--- config.mk ---
export PLATFORM = sky130hd
export DESIGN_NAME = maze_timer_display
export DESIGN_NICKNAME = d
export VERILOG_FILES = /design/src/rtl/maze_timer_display.sv
export SDC_FILE = /design/constraint.sdc
export NUM_CORES = 1
export LEC_CHECK = 0
export CAP_MARGIN = 20
export CORE_ASPECT_RATIO = 1.1
export CORE_MARGIN = 2
export CORE_UTILIZATION = 55
export CTS_CLUSTER_DIAMETER = 200
export DETAILED_ROUTE_END_ITERATION = 8
export HOLD_SLACK_MARGIN = 0.06
export PLACE_DENSITY = 0.83
export SYNTH_ARGS = -nofsm -noshare
export SYNTH_HDL_FRONTEND = slang
export SYNTH_SLANG_ARGS = --single-unit
export TNS_END_PERCENT = 20
--- constraint.sdc ---
create_clock -name clk -period 5.95 [get_ports clk]
set_clock_uncertainty 0.2 [all_clocks]
set_input_delay 1.19 -clock clk [delete_from_list [all_inputs] [get_ports clk]]
set_output_delay 1.19 -clock clk [all_outputs]
set_load 0.05 [all_outputs]
--- src/rtl/maze_timer_display.sv ---
// maze_timer_display
//
// Elapsed-time keeper and 4-digit seven-segment driver for the maze game.
// Counts MM:SS in BCD while a run is active and time-multiplexes the value
// onto a common-anode display.
//
// Optional feature macro: PAUSE_BLINK_EN
//   defined   : display blinks (dark on odd sec_ticks) while paused.
//   undefined : display steady in every state.
//
// Parameters:
//   MAX_MIN   highest minute value (1..99); count saturates at MAX_MIN:59.
//
// Ports:
//   clk        system clock
//   rst        synchronous, active-high reset
//   sec_tick   one-cycle 1 Hz pulse
//   scan_sq    digit-scan square wave; each rising edge advances the digit
//   start      begin/resume counting (pulse)
//   pause      toggle RUN/PAUSE (pulse)
//   stop       freeze count, maze solved (pulse)
//   clear      zero count, back to IDLE (pulse)
//   time_bcd   {min_tens, min_ones, sec_tens, sec_ones}
//   running    high only in RUN
//   saturated  set on a tick at MAX_MIN:59; cleared by clear/rst
//   an         digit enables, active-low, an[3] = min_tens
//   seg        segments {g,f,e,d,c,b,a}, active-low
//   dp         decimal point, active-low, lit on digit 2 only

module maze_timer_display #(
    parameter int MAX_MIN = 99
) (
    input  logic        clk,
    input  logic        rst,
    input  logic        sec_tick,
    input  logic        scan_sq,
    input  logic        start,
    input  logic        pause,
    input  logic        stop,
    input  logic        clear,
    output logic [15:0] time_bcd,
    output logic        running,
    output logic        saturated,
    output logic [3:0]  an,
    output logic [6:0]  seg,
    output logic        dp
);

    typedef enum logic [1:0] {IDLE, RUN, PAUSE, DONE} state_t;

    localparam logic [3:0]  MAX_T    = 4'(MAX_MIN / 10);
    localparam logic [3:0]  MAX_O    = 4'(MAX_MIN % 10);
    localparam logic [15:0] TIME_MAX = {MAX_T, MAX_O, 4'd5, 4'd9};

    state_t      state;
    state_t      nxt;
    logic        sq_p0;
    logic        sq_p1;
    logic        scan_on;
    logic [1:0]  idx;

    // BCD increment with per-digit carry; saturation is handled by the caller.
    function automatic logic [15:0] bcd_inc(input logic [15:0] t);
        logic [3:0] mt, mo, st, so;
        {mt, mo, st, so} = t;
        if (so != 4'd9) begin
            so = so + 4'd1;
        end else begin
            so = 4'd0;
            if (st != 4'd5) begin
                st = st + 4'd1;
            end else begin
                st = 4'd0;
                if (mo != 4'd9) begin
                    mo = mo + 4'd1;
                end else begin
                    mo = 4'd0;
                    mt = mt + 4'd1;
                end
            end
        end
        return {mt, mo, st, so};
    endfunction

    // Active-low {g,f,e,d,c,b,a}; codes 10..15 are blank.
    function automatic logic [6:0] seg_decode(input logic [3:0] d);
        case (d)
            4'd0:    return 7'h40;
            4'd1:    return 7'h79;
            4'd2:    return 7'h24;
            4'd3:    return 7'h30;
            4'd4:    return 7'h19;
            4'd5:    return 7'h12;
            4'd6:    return 7'h02;
            4'd7:    return 7'h78;
            4'd8:    return 7'h00;
            4'd9:    return 7'h10;
            default: return 7'h7F;
        endcase
    endfunction

    // Next state; clear is handled in the register block since it
    // overrides everything below rst.
    always_comb begin
        nxt = state;
        case (state)
            IDLE:    if (start) nxt = RUN;
            RUN:     if (stop) nxt = DONE;
                     else if (pause) nxt = PAUSE;
            PAUSE:   if (stop) nxt = DONE;
                     else if (start || pause) nxt = RUN;
            default: nxt = DONE;
        endcase
    end

`ifdef PAUSE_BLINK_EN
    logic blink;

    // Toggles on ticks only while remaining in PAUSE, so the display is lit
    // on the first paused cycle and on return to RUN.
    always_ff @(posedge clk) begin
        if (rst || clear) begin
            blink <= 1'b0;
        end else if (state == PAUSE && nxt == PAUSE) begin
            if (sec_tick) blink <= ~blink;
        end else begin
            blink <= 1'b0;
        end
    end
`else
    logic blink;
    assign blink = 1'b0;
`endif

    always_ff @(posedge clk) begin
        if (rst || clear) begin
            state     <= IDLE;
            time_bcd  <= '0;
            running   <= 1'b0;
            saturated <= 1'b0;
        end else begin
            // A tick in RUN counts even when stop/pause arrives the same cycle.
            if (state == RUN && sec_tick) begin
                if (time_bcd == TIME_MAX) saturated <= 1'b1;
                else                      time_bcd  <= bcd_inc(time_bcd);
            end
            state   <= nxt;
            running <= (nxt == RUN);
        end
    end

    // Scan stage: sample scan_sq, detect its rise, step the digit index.
    // The first rise after reset lights index 0 instead of advancing.
    always_ff @(posedge clk) begin
        if (rst) begin
            sq_p0   <= 1'b0;
            sq_p1   <= 1'b0;
            scan_on <= 1'b0;
            idx     <= 2'd0;
        end else begin
            sq_p0 <= scan_sq;
            sq_p1 <= sq_p0;
            if (sq_p0 && !sq_p1) begin
                if (!scan_on) scan_on <= 1'b1;
                else          idx     <= idx + 2'd1;
            end
        end
    end

    // Output stage: an/seg/dp registered together so digits switch cleanly.
    always_ff @(posedge clk) begin
        if (rst || !scan_on) begin
            an  <= 4'b1111;
            seg <= 7'h7F;
            dp  <= 1'b1;
        end else begin
            an <= blink ? 4'b1111 : ~(4'b0001 << idx);
            dp <= (idx != 2'd2);
            case (idx)
                2'd0:    seg <= seg_decode(time_bcd[3:0]);
                2'd1:    seg <= seg_decode(time_bcd[7:4]);
                2'd2:    seg <= seg_decode(time_bcd[11:8]);
                default: seg <= (time_bcd[15:12] == 4'd0) ? 7'h7F
                                                          : seg_decode(time_bcd[15:12]);
            endcase
        end
    end

endmodule

Word level (Yosys, flattened, before mapping)
Memory sizes are Yosys's and may differ from the RTL's. A register that Yosys moved wholly into a read port is not among the register bits.
Cells that the tools add are included.
Storage, ports and cells
  logic and storage cells: 74
  memories kept: 4
  register bits: 37
  output and inout bits: 30
  bits of input ports: 8
  ROM bits: 448
Memories
  (name not given): depth 16, width 7, rd ports 1, clocked after Yosys merged registers in 1, write ports 0, line 87  | case (d)
  (name not given): depth 16, width 7, rd ports 1, clocked after Yosys merged registers in 1, write ports 0, line 87
  (name not given): depth 16, width 7, rd ports 1, clocked after Yosys merged registers in 1, write ports 0, line 87
  (name not given): depth 16, width 7, rd ports 1, clocked after Yosys merged registers in 1, write ports 0, line 87
Operators by class
  reductions and logical operators: 16
  shifts and indexed selects: 1
  muxes and demuxes: 19
  $add $sub $neg: 5
  equal/unequal tests: 10
  bitwise operators: 5
Operator list (count)
  4-bit two-way mux: 11
  7-bit one-hot mux with 3 select lines: 1
  4-bit by 1-bit adder with 4-bit output, second input constant: 4
  16-bit equality test, second input constant: 1
  2-bit two-way mux: 5
  4-bit != test, second input constant: 2
  7-bit two-way mux: 1
  2-bit by 1-bit equality test with 1-bit output, second input constant: 3
  2-bit one-hot mux with 3 select lines: 1
  2-bit AND reduction: 3
  5-bit AND reduction: 1
  2-bit equality test, second input constant: 2
  2-bit zero test: 2
  4-bit zero test: 1
  4-bit by 3-bit != test with 1-bit output, second input constant: 1
  1-bit NOT: 4
  4-bit NOT: 1
  4-bit AND reduction: 1
  1-bit by 2-bit << shifter with 4-bit output, first input constant: 1
  1-bit logical OR: 3
  3-bit AND reduction: 1
  2-bit by 1-bit adder with 2-bit output, second input constant: 1
  1-bit logical AND: 2
  1-bit zero test: 2
  2-bit != test, second input constant: 1

Longest topological paths before layout
Gate-level depths: netlist (run 1).
  depth in word-level cells: 5
  depth in mapped cells: 12
  mapped depth without buffers: 11

Worst setup path before layout (run 1)
No wires, ideal clock.
  path type: input to register
  start: in sec_tick
  end: reg with a tool-made name
  data arrival time: 3.056 ns
  library setup time: 0.078 ns
  path slack: 2.616 ns
  data required time: 5.672 ns
  buffers on the path: 1
  stages on the path: 9
  cell sequence: and3b_1 buf_6 nand3_1 or3_1 a21oi_1 inv_1 ha_1 or3_1 a32oi_1
RTL lines
  from (decl): line 35  | input logic sec_tick,

==> results of run 1 <==
cell usage in the layout (no fill, tap or decap), drive strengths merged, types with 6 or more instances in the layout:
cell type      instances
a21oi                 40
a22oi                  7
and3b                  6
clkbuf                 9
clkdlybuf4s50         37
clkinv                 6
dfxtp                 64
ha                    34
inv                   30
mux2i                 12
nand2                 37
nand3                  9
nand3b                 6
nor2                  25
nor3                   6
o21ai                 26
or3                    6
cell type report:
type,count,area (um^2),area share [%]
clock inverter,7,48.8,1.27
tap,77,96.3,2.50
clock buffer,9,124,3.21
sequential,64,1280,33.2
inverter,30,113,2.92
multi-input combinational,269,1820,47.3
timing repair buffer,37,370,9.60
cells by family (layout without fill, tap and decap cells):
logic type | Yosys count | count (layout) | synth area share (%)
AND/OR/NAND/NOR | 115 | 115 | 18.1
AO/OA/AOI/OAI | 104 | 104 | 19.5
XOR/XNOR | 4 | 4 | 1.06
flip-flops | 64 | 64 | 38.8
buffers and inverters | 44 | 83 | 5.88
adder cells (fa/ha/maj) | 34 | 34 | 12.9
multiplexers | 12 | 12 | 3.64
power by group through the flow:
stage | Clock (mW) | Sequential, mW | Combinational (mW)
floorplan | 0 | 0.454 | 0.0167
global placement | 0 | 0.446 | 0.0384
detailed placement | 0 | 0.446 | 0.0392
CTS | 0.331 | 0.436 | 0.0395
global route | 0.353 | 0.436 | 0.0425
finish | 0.326 | 0.436 | 0.0392
metrics by stage:
step,total power [mW],hold WS (ns),cells
3_3_place_gp,0.484,0.248,477
3_5_place_dp,0.485,0.257,477
6_report,0.801,0.266,493
5_1_grt,0.832,0.291,493
4_1_cts,0.807,0.272,493
2_1_floorplan,0.471,0.230,377
per-layer routing:
layer  part of all wire (%)  GRT usage [%]  vias up
met2                     46           36.6       90
met1                     46           27.1     1271
met3                    4.8           3.62       18
met5                      0              0        -
met4                    3.1           12.2        0
li1                       -              -     1397
worst max-delay path, cell delays in order:
cell and delay [ns]:
sky130_fd_sc_hd__clkdlybuf4s50_1 0.57, sky130_fd_sc_hd__nor2_1 0.69, sky130_fd_sc_hd__o21ai_0 0.34, sky130_fd_sc_hd__a21oi_1 0.35, sky130_fd_sc_hd__inv_1 0.14, sky130_fd_sc_hd__ha_1 0.23
sky130_fd_sc_hd__or3_1 0.37, sky130_fd_sc_hd__a32oi_1 0.20
how the worst max path moves through the flow:
stage	endpoint	cells past startpoint	slack, ns	start
6_report	flop	8	1.93	rst
4_1_cts	flop	8	2.00	rst
2_1_floorplan	flop	9	2.62	sec_tick
5_1_grt	flop	9	1.72	rst
3_5_place_dp	flop	8	1.71	rst
3_3_place_gp	flop	8	1.86	rst
==> impl_summary.md, run 1 <==
Placement
The total cell area at the placement stage is 3680 um^2. Once detailed placement completed, the half-perimeter wirelength came to 5.05 mm. The routability-driven placement congestion ratio is 0.971. The number of buffer cells added on primary ports is 37. The pre-CTS setup slack is 1.71 ns.

Routing
The first detailed-routing pass took 4 iterations. The detail route stage leaves a number of antenna-violating nets equal to 0. The average routed wire per standard cell is ~14 um. The final layout contains routed wiring with a total length of 6.90 mm. The number of design-rule violations left by the first detailed-router iteration is between 80 and 90.

Dividing the detail-routed via count by the number of cells gives roughly 5.6. The detailed router placed approximately 2,800 vias in this run. After detailed routing, the number of remaining DRC violations is 0.

Clocking
The clock tree from TritonCTS is yes. Post-CTS timing repair inserted 0 buffers for setup. Counting every sink on the clock net gives 64. In this run the deepest clock path goes through 2 buffers. In this run the number of H-tree levels came out at 3. Clock-pin slew was measured on the worst setup and hold paths at about 0.080 ns.

The count of hold-fix buffers inserted at cts is 0. Gates resized during post-CTS repair numbered 0. The cell sitting at the root of the clock tree is a sky130_fd_sc_hd__clkbuf_8.

The number of buffers inserted during clock tree synthesis is 9. The insertion delay of the later-clocked pin in the worst-skew pair is 0.34 ns.

GRT
The remaining global-route overflow is 0. The largest net degree at the start of global routing is 20. The number of global-route vias before repair is 2,667. The number of antenna violations at the first check in global routing was 0. Global routing used between 20% and 30% of the available tracks. The first global-routing pass estimated 11.6 mm of wire.

Worst setup path
Counting cells, the worst reg-to-reg path comes to 10. The worst setup path is captured at a flop. The critical path is of the input port to flop type. The worst register-to-register path begins at time_bcd[0].

For the worst setup path, the data required time is 6.02 ns. The kind of launch point of the worst setup path is an input port. Setup slack on the worst reg-to-reg path comes out at around 2.8 ns. The signal arrival time at the worst endpoint is about 4.1 ns. The highest net fanout along the worst path is 11.

Power and ir drop
Per report_power, the clock group accounts for 40.7% of the total. The worst IR drop on VDD is 152 uV. The leakage power is 1.58 nW.

Power spread over the standard cell area amounts to 208 nW/um^2. The internal power contribution is ~0.6 mW. The share of total power dissipated in combinational logic is 4.9%. In this run, flip-flops and latches consume between 50% and 60% of the power. Summed over all nets, the switching power comes to 0.202 mW. In this run switching power makes up 25.2% of total power.

Outcome
The run finished with clean final reports.

Yosys
By area the synthesized netlist is led by sky130_fd_sc_hd__dfxtp_1, sky130_fd_sc_hd__ha_1, sky130_fd_sc_hd__a21oi_1. By count the netlist is led by sky130_fd_sc_hd__dfxtp_1, sky130_fd_sc_hd__a21oi_1, sky130_fd_sc_hd__nand2_1, sky130_fd_sc_hd__ha_1, sky130_fd_sc_hd__inv_1. The cell count after synthesis came out at 377. For this run, asynchronously set or reset flops after synthesis account for 0%. The cell taking the most area after synthesis is sky130_fd_sc_hd__dfxtp_1. Dividing the synthesized area by the synthesized cell count gives ~8.7 um^2.

The most used flip-flop cell after synthesis is sky130_fd_sc_hd__dfxtp_1. The flip-flop and latch count after synthesis is 64. The synthesized net count is ~420. In this run the cell area of the synthesized design comes to around 3300 um^2. The share of synthesized area in the top cell type comes to between 30 and 40%.

The number of warnings printed during yosys synthesis is 0. The distinct cell type count of the synthesized netlist is 55. Counting flops with a built-in enable in the synthesized netlist gives 0. The cell with the most instances after synthesis is sky130_fd_sc_hd__dfxtp_1. The sequential area share after synthesis is 38.8%.

Die
The total area inside the core boundary comes to 5770 um^2. The area enclosed by the die boundary is 6630 um^2. The number of ports placed on the die boundary is 38. The count of standard-cell rows is 29. The die boundary width is 77.8 um. The die is approximately 85 um tall. The initial cell density of the core is between 50% and 60%.

STA
The worst setup margin is 1.93 ns. The relative max-transition margin is 45.3%. The final sum of negative setup slack is 0 ns. The transition time at the pin with the least slew margin is 0.814 ns.

The final number of max-transition violations is 0. Derived from the worst setup path, the maximum achievable clock frequency is 0.249 GHz. The clock period minus final worst setup slack is between 4 and 5 ns. Of the available clock period, the critical path in the final layout requires 67.5%. The count of endpoints failing hold in the final timing report is 0. Setup violations remaining at the end of the flow were counted as 0. Setup repair after global routing left no endpoint under its margin.

Worst hold path
The number of cells traversed by the worst hold path is 1. The tightest min-delay check is of the flop to flop type. The startpoint identified for the worst hold timing path is sq_p0. The end point of the most critical hold path is sq_p1.

Final layout
In the final layout, the share of cells above drive strength 1 is 6.25%. The antenna diode count is 0. The net total in the final layout is 453. The filler cells instantiated in the layout total approximately 490. The post-route core utilization is 66.8%. The final non-filler cell area is 3860 um^2.

From synthesis to final layout, the design area changed by 16.9%.

Run
The reported max-cap violation count is 0.
Note: power is estimated with default switching activity, not from simulation.
==> run 2, diff against run 1 <==
clock period = 3.7 ns   (was 5.95 ns; I/O delays follow)
==> impl_summary.md, run 2 (synthesis gave the netlist of run 1 again) <==
Die
The number of ports placed on the die boundary came to 38 (unchanged). The floorplan die height is 85.2 um (unchanged). The count of standard-cell rows was 29 (unchanged).

The die boundary width is 77.8 um (unchanged). The area inside the core boundary is 5770 um^2 (unchanged). The area enclosed by the die boundary came to 6630 um^2 (unchanged). The initial cell density of the core came to 57.2% (unchanged).

Final layout
Leaving out fill and tap cells, the most frequent cells in the layout are sky130_fd_sc_hd__dfxtp_1, sky130_fd_sc_hd__a21oi_1, sky130_fd_sc_hd__clkdlybuf4s50_1. The commonest non-fill, non-tap cell in the layout is sky130_fd_sc_hd__dfxtp_1. The share of cells above drive strength 1 is 7.80% (+1.6 points). The antenna diode count came to 0 (unchanged). The number of fillers in the final layout is 467 (-3.7%). Compared with the post-synthesis result, the final layout area differs by 20.2%.

The net total in the final layout came to 460 (+1.5%).

Worst setup path
The worst setup path is launched from an input port. The worst register-to-register path begins at time_bcd[0]. The signal on the critical path passes through clkdlybuf4s50_1 -> and3b_1 -> buf_4 -> nand3_1 -> o31ai_1 -> inv_1 -> ha_1 -> mux2i_1 -> a21oi_1. The worst setup path category is input port to flop. The slowest stage of the critical path belongs to the cell sky130_fd_sc_hd__o31ai_1. The signal arrival time at the worst endpoint is 3.35 ns (-0.73 ns). The highest net fanout along the worst path came to 7 (-4). The register-to-register setup slack is 0.47 ns (-2.31 ns). The type of element capturing the critical path is a flop. The maximum single-stage delay on the critical path is 0.75 ns (+0.06 ns). The endpoint required time on the critical path came to 3.72 ns (-2.30 ns). Tracing the worst setup path back leads to its startpoint at sec_tick. The depth of the most critical reg-to-reg path came to 10 (unchanged).

Outcome
The run finished with clean final reports.

Clocking
The clock sink count is 64 (unchanged). The clock tree from TritonCTS is yes. The tree is rooted in a sky130_fd_sc_hd__clkbuf_8. The number of gates resized after cts is 0 (unchanged).

The insertion delay of the later-clocked pin in the worst-skew pair is 0.35 ns (about the same). The maximum level of the CTS H-tree is 3 (unchanged). The number of buffers inserted by post-CTS setup repair was 0 (unchanged). The number of buffers on the longest clock path came to 2 (unchanged). The clock transition at the register clock pins on the worst setup and hold paths after CTS is 0.08 ns (about the same).

The count of hold-fix buffers inserted at cts is 0 (unchanged). The number of buffers inserted during clock tree synthesis is 9 (unchanged).

Routing
The remaining number of nets flagged by the antenna check after routing is 0 (unchanged). The routed via count is 2,769 (-0.25%). The total routed wirelength is 7.23 mm (+4.8%). The average routed wire per standard cell came to 14.5 um (+3.3%). The number of design-rule violations left by the first detailed-router iteration is 132 (+61%).

The DRC violations left is 0 (unchanged). The total iterations of the first detailed-routing run is 4 (unchanged). The vias per cell came to 5.54 (-1.6%).

GRT
The first-pass GRT wire length was 12.6 mm (+8.8%). The number of antenna violations at the first check in global routing came to 0 (unchanged). The number of global-route vias before repair is 2,797 (+4.9%). The global router's overall resource usage is 23.9% (+2.0 points). The remaining global-route overflow is 0 (unchanged). The largest net degree at the start of global routing is 14 (-30%).

Worst hold path
The number of cells traversed by the worst hold path was 1 (unchanged). The worst hold path begins at sq_p0. The class of the most critical hold timing path is flop to flop.

Power and ir drop
The power density over the cells is 368 nW/um^2 (+77%). The worst IR drop on VDD is 281 uV (+85%). The switching power total was 0.350 mW (+73%). The combinational fraction of design power is 4.5% (-0.4 points).

The leakage power was 1.63 nW (+3.4%). The part of the power in registers is 48.1% (-6.3 points). The internal power contribution is 1.11 mW (+85%).

The net switching fraction of the power is 24.0% (-1.3 points). The overall power after layout is 1.46 mW (+82%). The power share of the clock group is 47.4% (+6.7 points).

STA
Setup repair after global routing left no endpoint under its margin. The fraction of the cycle the final worst path needs is about nine tenths. The transition time at the pin with the least slew margin came to 0.791 ns (-0.0232 ns).

The relative max-transition margin is 46.8% (+1.6 points). The count of endpoints failing hold in the final timing report came to 0 (unchanged). The worst setup margin is 0.365 ns (-1.57 ns). The clock period minus final worst setup slack is 3.33 ns. The final number of max-transition violations is 0 (unchanged). The count of endpoints failing setup in the final report is 0 (unchanged).

The final sum of negative setup slack came to 0 ns (unchanged). The timing-limited maximum frequency is 0.300 GHz.

Placement
The number of buffer cells added on primary ports came to 37 (unchanged). The post-DP HPWL came to 5.15 mm (+2.0%). The routability-driven placement congestion ratio is 0.918 (-5.5%). The pre-CTS setup slack came to 0.0546 ns (-1.65 ns).

Run
The reported max-cap violation count was 0 (unchanged).
==> run 2: per-layer routing <==
metal / global-route usage (%) / vias to the layer above / routed length, um
li1: - / 1404 / -
met1: 30.4 / 1282 / 3320
met2: 40.1 / 71 / 3510
met3: 4.79 / 12 / 313
met4: 9.09 / 0 / 91
met5: 0 / - / 0
==> run 2: layout make-up <==
cell class                 count  area (um^2)  share of cell area [%]
clock buffer                   9          124                    3.13
clock inverter                 7          104                    2.62
inverter                      30          113                    2.84
multi-input combinational    269         1820                    46.0
sequential                    64         1280                    32.3
tap                           77         96.3                    2.43
timing repair buffer          44          423                    10.7
==> run 2: critical path: cells and delay by family <==
kind	cells	cell delay, ns
muxes	1	0.14
adders and majority gates	1	0.26
AOI/OAI and AO/OA	2	0.84
and+or+nand+nor	2	0.49
buffers and inverters	3	0.87
==> run 2: power groups by stage <==
stage / sequential [mW] / combinational (mW) / clock, mW
after floorplan: 0.731 / 0.0268 / 0
after global placement: 0.717 / 0.0643 / 0
after detailed placement: 0.717 / 0.0658 / 0
after CTS: 0.701 / 0.0662 / 0.698
after global routing: 0.702 / 0.0725 / 0.726
final: 0.701 / 0.0661 / 0.692
==> run 2: how the worst min path moves through the flow <==
stage | end | slack [ns]
global placement | sq_p1 | 0.25
floorplan | sq_p1 | 0.23
detailed placement | seg[2] | 0.26
finish | sq_p1 | 0.27
global route | sq_p1 | 0.29
CTS | sq_p1 | 0.27
==> run 2: per-stage QoR <==
step	instances	instance area (um^2)	utilization (%)	hold slack, ns
after floorplan	377	3300	-	0.230
after global placement	484	3740	64.8	0.249
final	500	3960	68.7	0.271
after CTS	500	3960	68.7	0.275
after global routing	500	3960	68.7	0.295
after detailed placement	484	3740	64.8	0.261
==> run 3, diff against run 2 <==
DONT_BUFFER_PORTS = 1   (was unset)
PLACE_DENSITY = 0.75   (was 0.83)
==> impl_summary.md, run 3 (synthesis gave the netlist of run 1 again) <==
Power and ir drop
The internal power contribution is 0.950 mW (-14%). The power density over the cells is 348 nW/um^2 (-5.5%). The combinational fraction of design power was 2.4% (-2.1 points). The part of the power in registers is 56.9% (+8.8 points). The power share of the clock group is 40.7% (-6.7 points).

The overall power after layout is 1.26 mW (-14%). The leakage power is 1.53 nW (-6.1%). The net switching fraction of the power is 24.5% (+0.56 points). The switching power total is 0.309 mW (-12%). The worst IR drop on VDD was 219 uV (-22%).

Placement
The routability-driven placement congestion ratio was 0.958 (+4.3%). The pre-CTS setup slack is 0.507 ns (+0.453 ns). The total cell area at the placement stage is 3450 um^2 (-7.7%). The post-DP HPWL is 5.17 mm (+0.24%).

The instance count after placement with tap cells included was 458 (-5.4%). The number of buffer cells added on primary ports came to 0 (-100%).

STA
The worst setup margin is 0.465 ns (+0.100 ns). The relative max-transition margin is 38.0% (-8.9 points). The worst-case hold slack is 0.265 ns (-0.00556 ns). The timing-limited maximum frequency is 0.309 GHz (+3.1%). Setup repair after global routing left no endpoint under its margin. The count of endpoints failing setup in the final report is 0 (unchanged). The final sum of negative setup slack was 0 ns (unchanged).

The count of endpoints failing hold in the final timing report is 0 (unchanged). The fraction of the cycle the final worst path needs came to 87.4% (-2.7 points). The final number of max-transition violations is 0 (unchanged). The transition time at the pin with the least slew margin was 0.929 ns (+0.139 ns). The clock period minus final worst setup slack was 3.23 ns (-0.100 ns).

Worst setup path
The launch instance of the worst register-to-register path is time_bcd[8]. The worst setup path is launched from a flop. The signal on the critical path passes through ha_1 -> nand3b_1 -> nor4_2 -> o21ai_0 -> a21oi_1 -> inv_1 -> ha_1 -> nor2_1 -> o21a_1. The signal arrival time at the worst endpoint was 3.26 ns (-0.09 ns). The register-to-register setup slack is 0.47 ns (about the same). The highest net fanout along the worst path was 6 (-1). The maximum single-stage delay on the critical path is 0.73 ns (-0.02 ns). The critical path buffer and inverter count was 1 (-2). Among the stages of the critical path, the cell type that occurs most often is sky130_fd_sc_hd__ha_1. The endpoint required time on the critical path came to 3.73 ns (about the same). The worst setup path is of the flop to flop kind.

The depth of the most critical reg-to-reg path is 9 (-1). The type of element capturing the critical path is a flop. Broken down by cell family, the worst path's largest delay share belongs to simple AND/OR/NAND/NOR gates. The library cell contributing the largest single delay on the critical path is sky130_fd_sc_hd__dfxtp_1.

Clocking
In this run the clock root is driven by a sky130_fd_sc_hd__clkbuf_8. The count of hold-fix buffers inserted at cts is 0 (unchanged). The number of gates resized after cts is 0 (unchanged). The clock sink count came to 64 (unchanged). The number of buffers inserted during clock tree synthesis was 9 (unchanged). The maximum level of the CTS H-tree is 3 (unchanged). TritonCTS built the clock tree.

The number of buffers inserted by post-CTS setup repair is 0 (unchanged). The number of buffers on the longest clock path is 2 (unchanged). The clock transition at the register clock pins on the worst setup and hold paths after CTS is 0.07 ns (about the same). The insertion delay of the later-clocked pin in the worst-skew pair is 0.34 ns (about the same).

Die
The area inside the core boundary is 5770 um^2 (unchanged). The initial cell density of the core is 57.2% (unchanged). The area enclosed by the die boundary came to 6630 um^2 (unchanged). The count of standard-cell rows is 29 (unchanged). The number of ports placed on the die boundary was 38 (unchanged). The floorplan die height is 85.2 um (unchanged).

The die boundary width is 77.8 um (unchanged).

Routing
The remaining number of nets flagged by the antenna check after routing is 0 (unchanged). The number of design-rule violations left by the first detailed-router iteration came to 132 (unchanged). The DRC violations left is 0 (unchanged). The total routed wirelength is 6.76 mm (-6.5%). The total iterations of the first detailed-routing run was 4 (unchanged). The routed via count is 2,666 (-3.7%). The vias per cell was 5.62 (+1.6%). The average routed wire per standard cell came to 14.3 um (-1.4%).

Final layout
The commonest non-fill, non-tap cell in the layout is sky130_fd_sc_hd__dfxtp_1. The post-route core utilization is 62.7% (-6.0 points). The final non-filler cell area is 3620 um^2 (-8.7%). The post-route non-filler standard cell count came to 474 (-5.2%).

The area overhead of the layout relative to synthesis is 9.75%. The share of cells above drive strength 1 was 11.1% (+3.3 points). The antenna diode count was 0 (unchanged). The net total in the final layout is 434 (-5.7%).

In the layout the commonest cells are sky130_fd_sc_hd__dfxtp_1, sky130_fd_sc_hd__a21oi_1, sky130_fd_sc_hd__nand2_1.

GRT
The number of global-route vias before repair is 2,590 (-7.4%). The met2 track demand over resource in global routing is 35.4% (-4.7 points). The fraction of met3 tracks used by global routing came to 7.23% (+2.4 points). The first-pass GRT wire length is 11.4 mm (-9.3%).

The number of antenna violations at the first check in global routing is 0 (unchanged). The global router's overall resource usage is 21.9% (-2.0 points). The remaining global-route overflow is 0 (unchanged). The largest net degree at the start of global routing was 20 (+6). The global routing usage on met1 is 26.4% (-4.0 points). The busiest layer in global routing is met2.

Worst hold path
The worst hold path terminates at idx[1]. The tightest min-delay check is of the input port to flop type. The number of cells traversed by the worst hold path was 1 (unchanged). In this run the most critical hold path is launched from rst.

Outcome
The flow ran to the end, and the final reports show no timing, DRC or antenna violations.

Run
The reported max-cap violation count is 0 (unchanged).
-- run 3: area by class of cell --
| class | count | area, um^2 |
|---|---|---|
| tap | 77 | 96.3 |
| fill | 494 | 2150 |
| multi-input combinational | 269 | 1820 |
| sequential | 64 | 1280 |
| clock inverter | 7 | 47.5 |
| inverter | 30 | 113 |
| clock buffer | 9 | 124 |
| timing repair buffer | 18 | 135 |
-- run 3: worst max-delay path by stage --
stage,startpoint,cells past startpoint,endpoint
after CTS,time_bcd[8],9,flop
after global placement,sec_tick,8,flop
after detailed placement,sec_tick,8,flop
final,time_bcd[8],9,flop
after global routing,time_bcd[8],9,flop
after floorplan,time_bcd[4],10,flop
-- run 3: routing by layer --
layer / share of wire (%) / vias up / wire length (um)
met3: 6.5 / 20 / 439
met5: 0 / - / 0
met1: 44 / 1202 / 2980
met4: 2.8 / 0 / 187
li1: - / 1354 / -
met2: 47 / 90 / 3150
-- run 3: worst reg2reg max path: cells and delay by family (launching register included) --
family / cells / cell delay (ns)
compound gates: 3 / 0.73
fa+ha+maj: 2 / 0.59
buf+inv: 1 / 0.14
flops: 1 / 0.73
simple gates: 3 / 0.75
-- run 3: power groups by stage --
stage	clock network [mW]	logic, mW	registers, mW
2_1_floorplan	0	0.0268	0.731
3_3_place_gp	0	0.0299	0.732
3_5_place_dp	0	0.0305	0.733
4_1_cts	0.527	0.0306	0.717
5_1_grt	0.555	0.0344	0.717
6_report	0.512	0.0303	0.717
